**src/rtl/matmul_job_arbiter.sv**
```systemverilog
`default_nettype none
// ============================================================================
// Module      : matmul_job_arbiter
// Description : Round-robin arbiter that shares one 3x3 8-bit matrix-multiply
//               datapath between NREQ requesters. It registers the winner's
//               A/B operands into the multiplier and captures a guaranteed-fresh
//               C result. It returns the result, tagged with the requester id,
//               on a valid/ready response channel. A watchdog returns an error
//               response when the multiplier stalls.
// Ports       : clk, rst            - clock, synchronous active-high reset
//               req_valid/req_ready - per-requester handshake (ready one-hot)
//               req_a/req_b         - per-requester operands, 72 bits per slot
//               rsp_valid/rsp_ready - response handshake
//               rsp_id/rsp_c/rsp_err- response owner, result, timeout flag
//               mm_a/mm_b           - registered operands to the multiplier
//               mm_c/mm_done        - multiplier result and done flag
//               busy                - high whenever a job is in progress
//               job_count           - completed responses, wraps at 16 bits
// Revision    : 1.0 - initial release
// ============================================================================
module matmul_job_arbiter #(
    parameter int NREQ    = 4,
    parameter int IDW     = 2,
    parameter int TIMEOUT = 15
) (
    input  logic               clk,
    input  logic               rst,
    input  logic [NREQ-1:0]    req_valid,
    output logic [NREQ-1:0]    req_ready,
    input  logic [NREQ*72-1:0] req_a,
    input  logic [NREQ*72-1:0] req_b,
    output logic               rsp_valid,
    input  logic               rsp_ready,
    output logic [IDW-1:0]     rsp_id,
    output logic [71:0]        rsp_c,
    output logic               rsp_err,
    output logic [71:0]        mm_a,
    output logic [71:0]        mm_b,
    input  logic [71:0]        mm_c,
    input  logic               mm_done,
    output logic               busy,
    output logic [15:0]        job_count
);

    localparam int         c_TOW     = $clog2(TIMEOUT + 1);
    localparam logic [1:0] c_ST_IDLE = 2'd0;
    localparam logic [1:0] c_ST_WAIT = 2'd1;
    localparam logic [1:0] c_ST_RESP = 2'd2;

    logic [1:0]       r_state;
    logic [1:0]       w_state_nxt;
    logic [IDW-1:0]   r_rr;
    logic [71:0]      r_mm_a;
    logic [71:0]      r_mm_b;
    logic             r_rsp_valid;
    logic [IDW-1:0]   r_rsp_id;
    logic [71:0]      r_rsp_c;
    logic             r_rsp_err;
    logic [15:0]      r_job_count;
    logic             r_done_seen;
    logic [c_TOW-1:0] r_to_cnt;

    logic             w_found;
    logic [IDW-1:0]   w_win;
    logic [71:0]      w_win_a;
    logic [71:0]      w_win_b;
    logic             w_capture;
    logic             w_timeout;

    // First pass finds the lowest requester overall (the wrap-around
    // candidate); the second pass overrides it with the lowest requester at
    // or above the pointer, giving "first at or after rr, with wrap".
    always_comb begin
        w_found = 1'b0;
        w_win   = '0;
        for (int i = NREQ - 1; i >= 0; i--) begin
            if (req_valid[i]) begin
                w_found = 1'b1;
                w_win   = IDW'(i);
            end
        end
        for (int i = NREQ - 1; i >= 0; i--) begin
            if (req_valid[i] && (i >= int'(r_rr))) begin
                w_win = IDW'(i);
            end
        end
    end

    always_comb begin
        req_ready = '0;
        w_win_a   = '0;
        w_win_b   = '0;
        for (int i = 0; i < NREQ; i++) begin
            if (w_win == IDW'(i)) begin
                req_ready[i] = (r_state == c_ST_IDLE) && w_found;
                w_win_a      = req_a[72*i +: 72];
                w_win_b      = req_b[72*i +: 72];
            end
        end
    end

    // State register
    always_ff @(posedge clk) begin
        if (rst) begin
            r_state <= c_ST_IDLE;
        end else begin
            r_state <= w_state_nxt;
        end
    end

    // Next state. The first mm_done sample after an accept may still reflect
    // the previous operands, so only the second one is trusted. A capture
    // takes precedence over a timeout that lands on the same cycle.
    always_comb begin
        w_state_nxt = r_state;
        w_capture   = 1'b0;
        w_timeout   = 1'b0;
        case (r_state)
            c_ST_IDLE: begin
                if (w_found) begin
                    w_state_nxt = c_ST_WAIT;
                end
            end
            c_ST_WAIT: begin
                if (mm_done && r_done_seen) begin
                    w_capture   = 1'b1;
                    w_state_nxt = c_ST_RESP;
                end else if (r_to_cnt == c_TOW'(TIMEOUT - 1)) begin
                    w_timeout   = 1'b1;
                    w_state_nxt = c_ST_RESP;
                end
            end
            c_ST_RESP: begin
                if (rsp_ready) begin
                    w_state_nxt = c_ST_IDLE;
                end
            end
            default: begin
                w_state_nxt = c_ST_IDLE;
            end
        endcase
    end

    // Datapath registers
    always_ff @(posedge clk) begin
        if (rst) begin
            r_rr        <= '0;
            r_mm_a      <= '0;
            r_mm_b      <= '0;
            r_rsp_valid <= 1'b0;
            r_rsp_id    <= '0;
            r_rsp_c     <= '0;
            r_rsp_err   <= 1'b0;
            r_job_count <= '0;
            r_done_seen <= 1'b0;
            r_to_cnt    <= '0;
        end else begin
            case (r_state)
                c_ST_IDLE: begin
                    if (w_found) begin
                        r_mm_a      <= w_win_a;
                        r_mm_b      <= w_win_b;
                        r_rsp_id    <= w_win;
                        r_rr        <= (w_win == IDW'(NREQ - 1)) ? '0 : w_win + 1'b1;
                        r_done_seen <= 1'b0;
                        r_to_cnt    <= '0;
                    end
                end
                c_ST_WAIT: begin
                    r_to_cnt <= r_to_cnt + 1'b1;
                    if (mm_done) begin
                        r_done_seen <= 1'b1;
                    end
                    if (w_capture) begin
                        r_rsp_c     <= mm_c;
                        r_rsp_err   <= 1'b0;
                        r_rsp_valid <= 1'b1;
                    end else if (w_timeout) begin
                        r_rsp_c     <= '0;
                        r_rsp_err   <= 1'b1;
                        r_rsp_valid <= 1'b1;
                    end
                end
                c_ST_RESP: begin
                    if (rsp_ready) begin
                        r_rsp_valid <= 1'b0;
                        r_job_count <= r_job_count + 16'd1;
                    end
                end
                default: begin
                end
            endcase
        end
    end

    assign mm_a      = r_mm_a;
    assign mm_b      = r_mm_b;
    assign rsp_valid = r_rsp_valid;
    assign rsp_id    = r_rsp_id;
    assign rsp_c     = r_rsp_c;
    assign rsp_err   = r_rsp_err;
    assign job_count = r_job_count;
    assign busy      = (r_state != c_ST_IDLE);

endmodule
`default_nettype wire
```
**config.mk**
```make
export PLATFORM = sky130hd
export DESIGN_NAME = matmul_job_arbiter
export DESIGN_NICKNAME = d
export VERILOG_FILES = /design/src/rtl/matmul_job_arbiter.sv
export SDC_FILE = /design/constraint.sdc
export NUM_CORES = 1
export LEC_CHECK = 0
export CAP_MARGIN = 0
export CORE_AREA = 2 2 351 353
export DETAILED_ROUTE_END_ITERATION = 6
export DIE_AREA = 0 0 353 355
export HOLD_SLACK_MARGIN = 0.05
export MAX_ROUTING_LAYER = met4
export PLACE_DENSITY = 0.3
export SYNTH_ARGS = -nofsm -noshare
export SYNTH_HDL_FRONTEND = slang
export SYNTH_SLANG_ARGS = --single-unit
```
**constraint.sdc**
```tcl
create_clock -name clk -period 3.3 [get_ports clk]
set_input_delay 0.33 -clock clk [delete_from_list [all_inputs] [get_ports clk]]
set_output_delay 0.33 -clock clk [all_outputs]
set_load 0.02 [all_outputs]
```
==> results of run 1 <==
-- Yosys cell counts, types with 2 or more instances --
master    count
clkbuf_1    137
nor4_1        5
and2_1        4
or3_1         7
nand4_1       5
nor3_1      148
nand3b_1    144
xor2_1        3
a22oi_1      73
inv_1       151
dfxtp_1     245
ha_1          7
o21ai_0       7
a211oi_1     62
a211oi_2     83
a221oi_1    144
nand2_1      14
nor2b_1       5
a21oi_1     158
buf_6         9
or2_1         2
nor2_1      231
o31ai_1       2
buf_2        25
nand3_1       7
xnor2_1       7
buf_1        17
-- power by group --
group          switching, W  internal, W
registers          0.000163      0.00322
clock network       0.00178      0.00252
logic               0.00254      0.00245
total               0.00448      0.00819
-- final cells by class --
class | instances | area, µm² | area share [%]
clock buffers | 55 | 1110 | 4.13
well taps | 1625 | 2030 | 7.59
flip-flops and latches | 245 | 4900 | 18.3
inverters | 151 | 567 | 2.12
diodes | 35 | 87.6 | 0.327
multi-input cells | 1137 | 7520 | 28.1
clock inverters | 15 | 188 | 0.701
repair buffers | 1029 | 10400 | 38.7
-- cell families after synthesis --
| group | Yosys count | synth area share [%] |
|---|---|---|
| and+or+nand+nor | 583 | 22.2 |
| xor gates and xnor gates | 10 | 0.638 |
| DFF | 245 | 35.7 |
| buffers and inverters | 340 | 10.0 |
| AOI/OAI and AO/OA | 537 | 30.7 |
| adders and majority gates | 7 | 0.638 |
-- repair_timing --
| item | CTS | global route |
|---|---|---|
| endpoints found under the setup margin | 1 | 2 |
| resized for setup | 0 | 2 |
| endpoints found under the hold margin | 0 | 0 |
| pin swaps | 1 | 0 |
| buffers inserted | 3 | 0 |
-- flip-flops by register name (all words and copies together), names as in the netlist --
name and cells:
job_count 16, rsp_id 2, rsp_err 1, rsp_valid 1, r_rr 2, mm_a 72, mm_b 72, rsp_c 72
r_state 2, r_done_seen 1, r_to_cnt 4
-- stage by stage --
stage	setup WS, ps	cell area, µm²	cells
global placement	-341	25400	4184
CTS	57.4	26700	4257
detailed placement	-351	25400	4184
global route	46.4	26800	4290
floorplan	778	13700	1722
finish	189	26800	4292
-- metal layers --
layer	global-route usage [%]	part of all wire (%)	vias to the layer above
met5	-	0	-
met4	3.01	1.6	0
met3	6.02	8.1	103
met2	29.9	51	672
met1	18.6	40	8419
li1	-	-	8146
-- worst max path at each step --
| stage | slack [ps] | from | to |
|---|---|---|---|
| finish | 190 | r_rr[0] | req_ready[0] |
| global route | 50 | r_rr[0] | req_ready[0] |
| CTS | 60 | r_rr[1] | req_ready[0] |
| detailed placement | -350 | req_valid[1] | mm_a[62] |
| global placement | -340 | req_valid[2] | mm_a[62] |
| floorplan | 780 | req_valid[2] | req_ready[3] |
==> results.json, run 1 <==
{
  "worstPathArrival_ps": 2780,
  "min_from": "rst",
  "vdd_drop_max_mv": 0.358,
  "area_growth_pct": 95.0,
  "num_vias": 17340,
  "final_common_cell": "clkdlybuf4s50_1",
  "critPathMaxFanout": 8,
  "numClockSinks": 245,
  "die-area_um2": 125000,
  "cpLargestDelayFamily": "buffers and inverters",
  "path_cells": "nor2b_1 -> nor2_1 -> o221a_2 -> inv_1 -> ha_4 -> buf_4 -> and2_1 -> clkdlybuf4s50_1",
  "power.total_w": 0.0127,
  "rr_worst_depth": 12,
  "rrSetupSlack_ps": 250,
  "rows": 128,
  "crit_path_top_delay_cell": "clkdlybuf4s50_1",
  "worstHoldPathType": "in -> reg",
  "tns_ps": 0,
  "status": "completed",
  "synth_flop_cell": "dfxtp_1",
  "overflow": 0,
  "holdPathStages": 2,
  "syn_inst": 1722,
  "ys_warn_count": 0,
  "antenna_found_initial": 50,
  "hold_viol": 0,
  "numCtsBuffers": 39,
  "cts_buffer_depth": 3,
  "root_buffer": "clkbuf_16",
  "die_w_um": 353,
  "port_buffers": 896,
  "max_freq_ghz": 0.321,
  "initial_core_util_pct": 11.3,
  "drv_cap": 0,
  "drc": 0,
  "yosysSeqAreaShare_pct": 35.7,
  "fillCellCount": 13482,
  "grt_pass1_vias": 17670,
  "synth_top_area_cell": "dfxtp_1",
  "fin_crit_sh_pct": 94.3,
  "dr.pass1.iters": 5,
  "final_cell_mix": "clkdlybuf4s50_1 (895), dfxtp_1 (245), nor2_1 (231)",
  "first_iter_violations": 1047,
  "postLayoutCoreUtil_pct": 22.1,
  "clk_latency_ps": 610,
  "synth_area_um2": 13700,
  "timing.rr.end": "mm_a[63]",
  "core_area_um2": 121000,
  "required_ps": 2970,
  "fin_crit_ps": 3110,
  "worstSetupEndpointType": "primary output",
  "drive_gt1_share_pct": 11.1,
  "skew_ps": 49.5,
  "synth_edf_count": 0,
  "power_leakage_nw": 9.49,
  "synth_nets": 2385,
  "startpoint_type": "flip-flop",
  "critPathKind": "reg -> out",
  "die_h_um": 355,
  "slowest_delay_ps": 610,
  "worstReg2RegStart": "r_rr[0]",
  "viasPerCell": 4.04,
  "nets": 3266,
  "tightest_slew_ps": 837,
  "path_buf_inv": 3,
  "clk_pin_slew_ps": 50,
  "synth.avg_cell_area_um2": 7.98,
  "gp_congestion": 0.920,
  "fin_hold_ws_ps": 174,
  "grt_usage_pct": 17.0,
  "rsz0062_at_grt": "false",
  "holdPathEnd": "job_count[11]",
  "cts_hold_buffers": 0,
  "drt-total-wl_um": 109000,
  "synth.area.top_cells": "dfxtp_1 (36%), a221oi_1 (9.2%), nand3b_1 (7.9%)",
  "place_hpwl_um": 87500,
  "num_io_pins": 897,
  "relSlewSlack_pct": 44.2,
  "power_density_nw_per_um2": 473,
  "grt_pass1_wl_um": 147000,
  "finalSetupViolCount": 0,
  "ant_nets": 0,
  "synth_top_area_share_pct": 35.7,
  "maxSlewViolCount": 0,
  "synthArstFlopShare_pct": 0,
  "crit_cells": 8,
  "wl_per_cell_um": 25.3,
  "htree_levels": 2,
  "cts_tree": "done",
  "ys_seq_elements": 245,
  "grt_max_degree": 87,
  "synth_cell_types": 47
}
Note: power is estimated with default switching activity, not from simulation.
==> run 2: changes to the inputs <==
- CAP_MARGIN: 0 -> unset
==> results of run 2 <==
No change in the layout: final DEF, timing and power equal those of run 1.
==> run 3: changes to the inputs <==
- CAP_MARGIN: unset -> 0
- SKIP_CTS_REPAIR_TIMING: unset -> 1
==> run 3 against run 2 <==
  * Combinational power about the same
  * Global-route usage barely moved
  * Sequential power about the same
  * Critical path depth unchanged
==> results.json, run 3 (synthesis results as in run 1) <==
{
  "status": "completed",
  "startpoint_type": "flip-flop",
  "maxSlewViolCount": 0,
  "gp_congestion": 0.920,
  "root_buffer": "clkbuf_16",
  "drc": 0,
  "area_growth_pct": 94.9,
  "grt_max_degree": 87,
  "relSlewSlack_pct": 45.3,
  "num_vias": 17387,
  "grt_usage_pct": 17.0,
  "fin_crit_ps": 3100,
  "postLayoutCoreUtil_pct": 22.1,
  "skew_ps": 48.6,
  "path_buf_inv": 3,
  "cpLargestDelayFamily": "buffers and inverters",
  "first_iter_violations": 1030,
  "critPathKind": "reg -> out",
  "clk_latency_ps": 610,
  "power.total_w": 0.0127,
  "critPathMaxFanout": 8,
  "numClockSinks": 245,
  "power_density_nw_per_um2": 473,
  "hold_viol": 0,
  "worstSetupEndpointType": "primary output",
  "drv_cap": 0,
  "vdd_drop_max_mv": 0.357,
  "crit_path_top_delay_cell": "clkdlybuf4s50_1",
  "core_area_um2": 121000,
  "final_cell_mix": "clkdlybuf4s50_1 (895), dfxtp_1 (245), nor2_1 (231)",
  "power_leakage_nw": 9.48,
  "ant_nets": 0,
  "place_hpwl_um": 87500,
  "worstHoldPathType": "in -> reg",
  "clk_pin_slew_ps": 50,
  "grt_pass1_wl_um": 147000,
  "viasPerCell": 4.05,
  "die_h_um": 355,
  "numCtsBuffers": 39,
  "antenna_found_initial": 51,
  "drt-total-wl_um": 109000,
  "slowest_delay_ps": 610,
  "drive_gt1_share_pct": 11.1,
  "die-area_um2": 125000,
  "cts_tree": "done",
  "rsz0062_at_grt": "false",
  "setup_ws_ps": 196,
  "fin_crit_sh_pct": 94.1,
  "num_io_pins": 897,
  "grt_pass1_vias": 17658,
  "required_ps": 2970,
  "cts_buffer_depth": 3,
  "worstPathArrival_ps": 2770,
  "overflow": 0,
  "nets": 3264,
  "dr.pass1.iters": 5,
  "dp_slack_ps": -351,
  "path_cells": "nor2b_1 -> nor2_1 -> o221a_2 -> inv_1 -> ha_4 -> buf_4 -> and2_1 -> clkdlybuf4s50_1",
  "finalSetupViolCount": 0,
  "rrSetupSlack_ps": 260,
  "rows": 128,
  "final_common_cell": "clkdlybuf4s50_1",
  "tightest_slew_ps": 820,
  "port_buffers": 896,
  "max_freq_ghz": 0.322,
  "wl_per_cell_um": 25.3,
  "initial_core_util_pct": 11.3,
  "htree_levels": 2,
  "die_w_um": 353
}
## run 3: cell types whose count changed in the layout (fill, tap and decap cells not counted), sizes merged
cell	change
buf	-2
diode	+2
## run 3: worst reg2reg max path, delay by kind of cell (launching register included)
| kind | cells | cell delay (ps) |
|---|---|---|
| AO/OA/AOI/OAI | 4 | 1210 |
| adder cells (fa/ha/maj) | 1 | 220 |
| buffers and inverters | 5 | 950 |
| flip-flops | 1 | 390 |
| AND/OR/NAND/NOR | 1 | 170 |
## run 3: power breakdown
group	internal [W]	total (W)	switching, W
Sequential	0.00322	0.00339	0.000164
Clock	0.00252	0.00430	0.00178
Combinational	0.00245	0.00498	0.00253
Total	0.00819	0.0127	0.00448
## run 3: worst paths after layout
kind | from | endpoint | cells past startpoint
max | r_rr[0] | req_ready[0] | 8
min | rst | job_count[11] | 2
max reg2reg | r_rr[1] | mm_a[63] | 11
min reg2reg | rsp_id[1] | rsp_id[1] | 2
## run 3: area by class of cell
class,count,area (µm²)
Fill cell,13475,94600
Timing Repair Buffer,1027,10400
Multi-Input combinational cell,1137,7520
Sequential cell,245,4900
Tap cell,1625,2030
Clock buffer,55,1110
Inverter,151,567
Clock inverter,15,188
Antenna cell,37,92.6
## run 3: routing by layer
layer,global-route usage (%),share of wire (%),vias to the layer above
li1,-,-,8154
met1,18.5,40,8484
met2,30.0,51,652
met3,6.02,7.9,97
met4,2.91,1.5,0
met5,-,0,-
## run 3: stage by stage
step	area (µm²)	setup TNS (ps)	std cells	hold slack, ps
final	26800	0	4292	181
after CTS	26700	-33.7	4254	171
after detailed placement	25400	-746	4184	458
after global routing	26800	0	4289	188
after global placement	25400	-715	4184	454
after floorplan	13700	0	1722	452
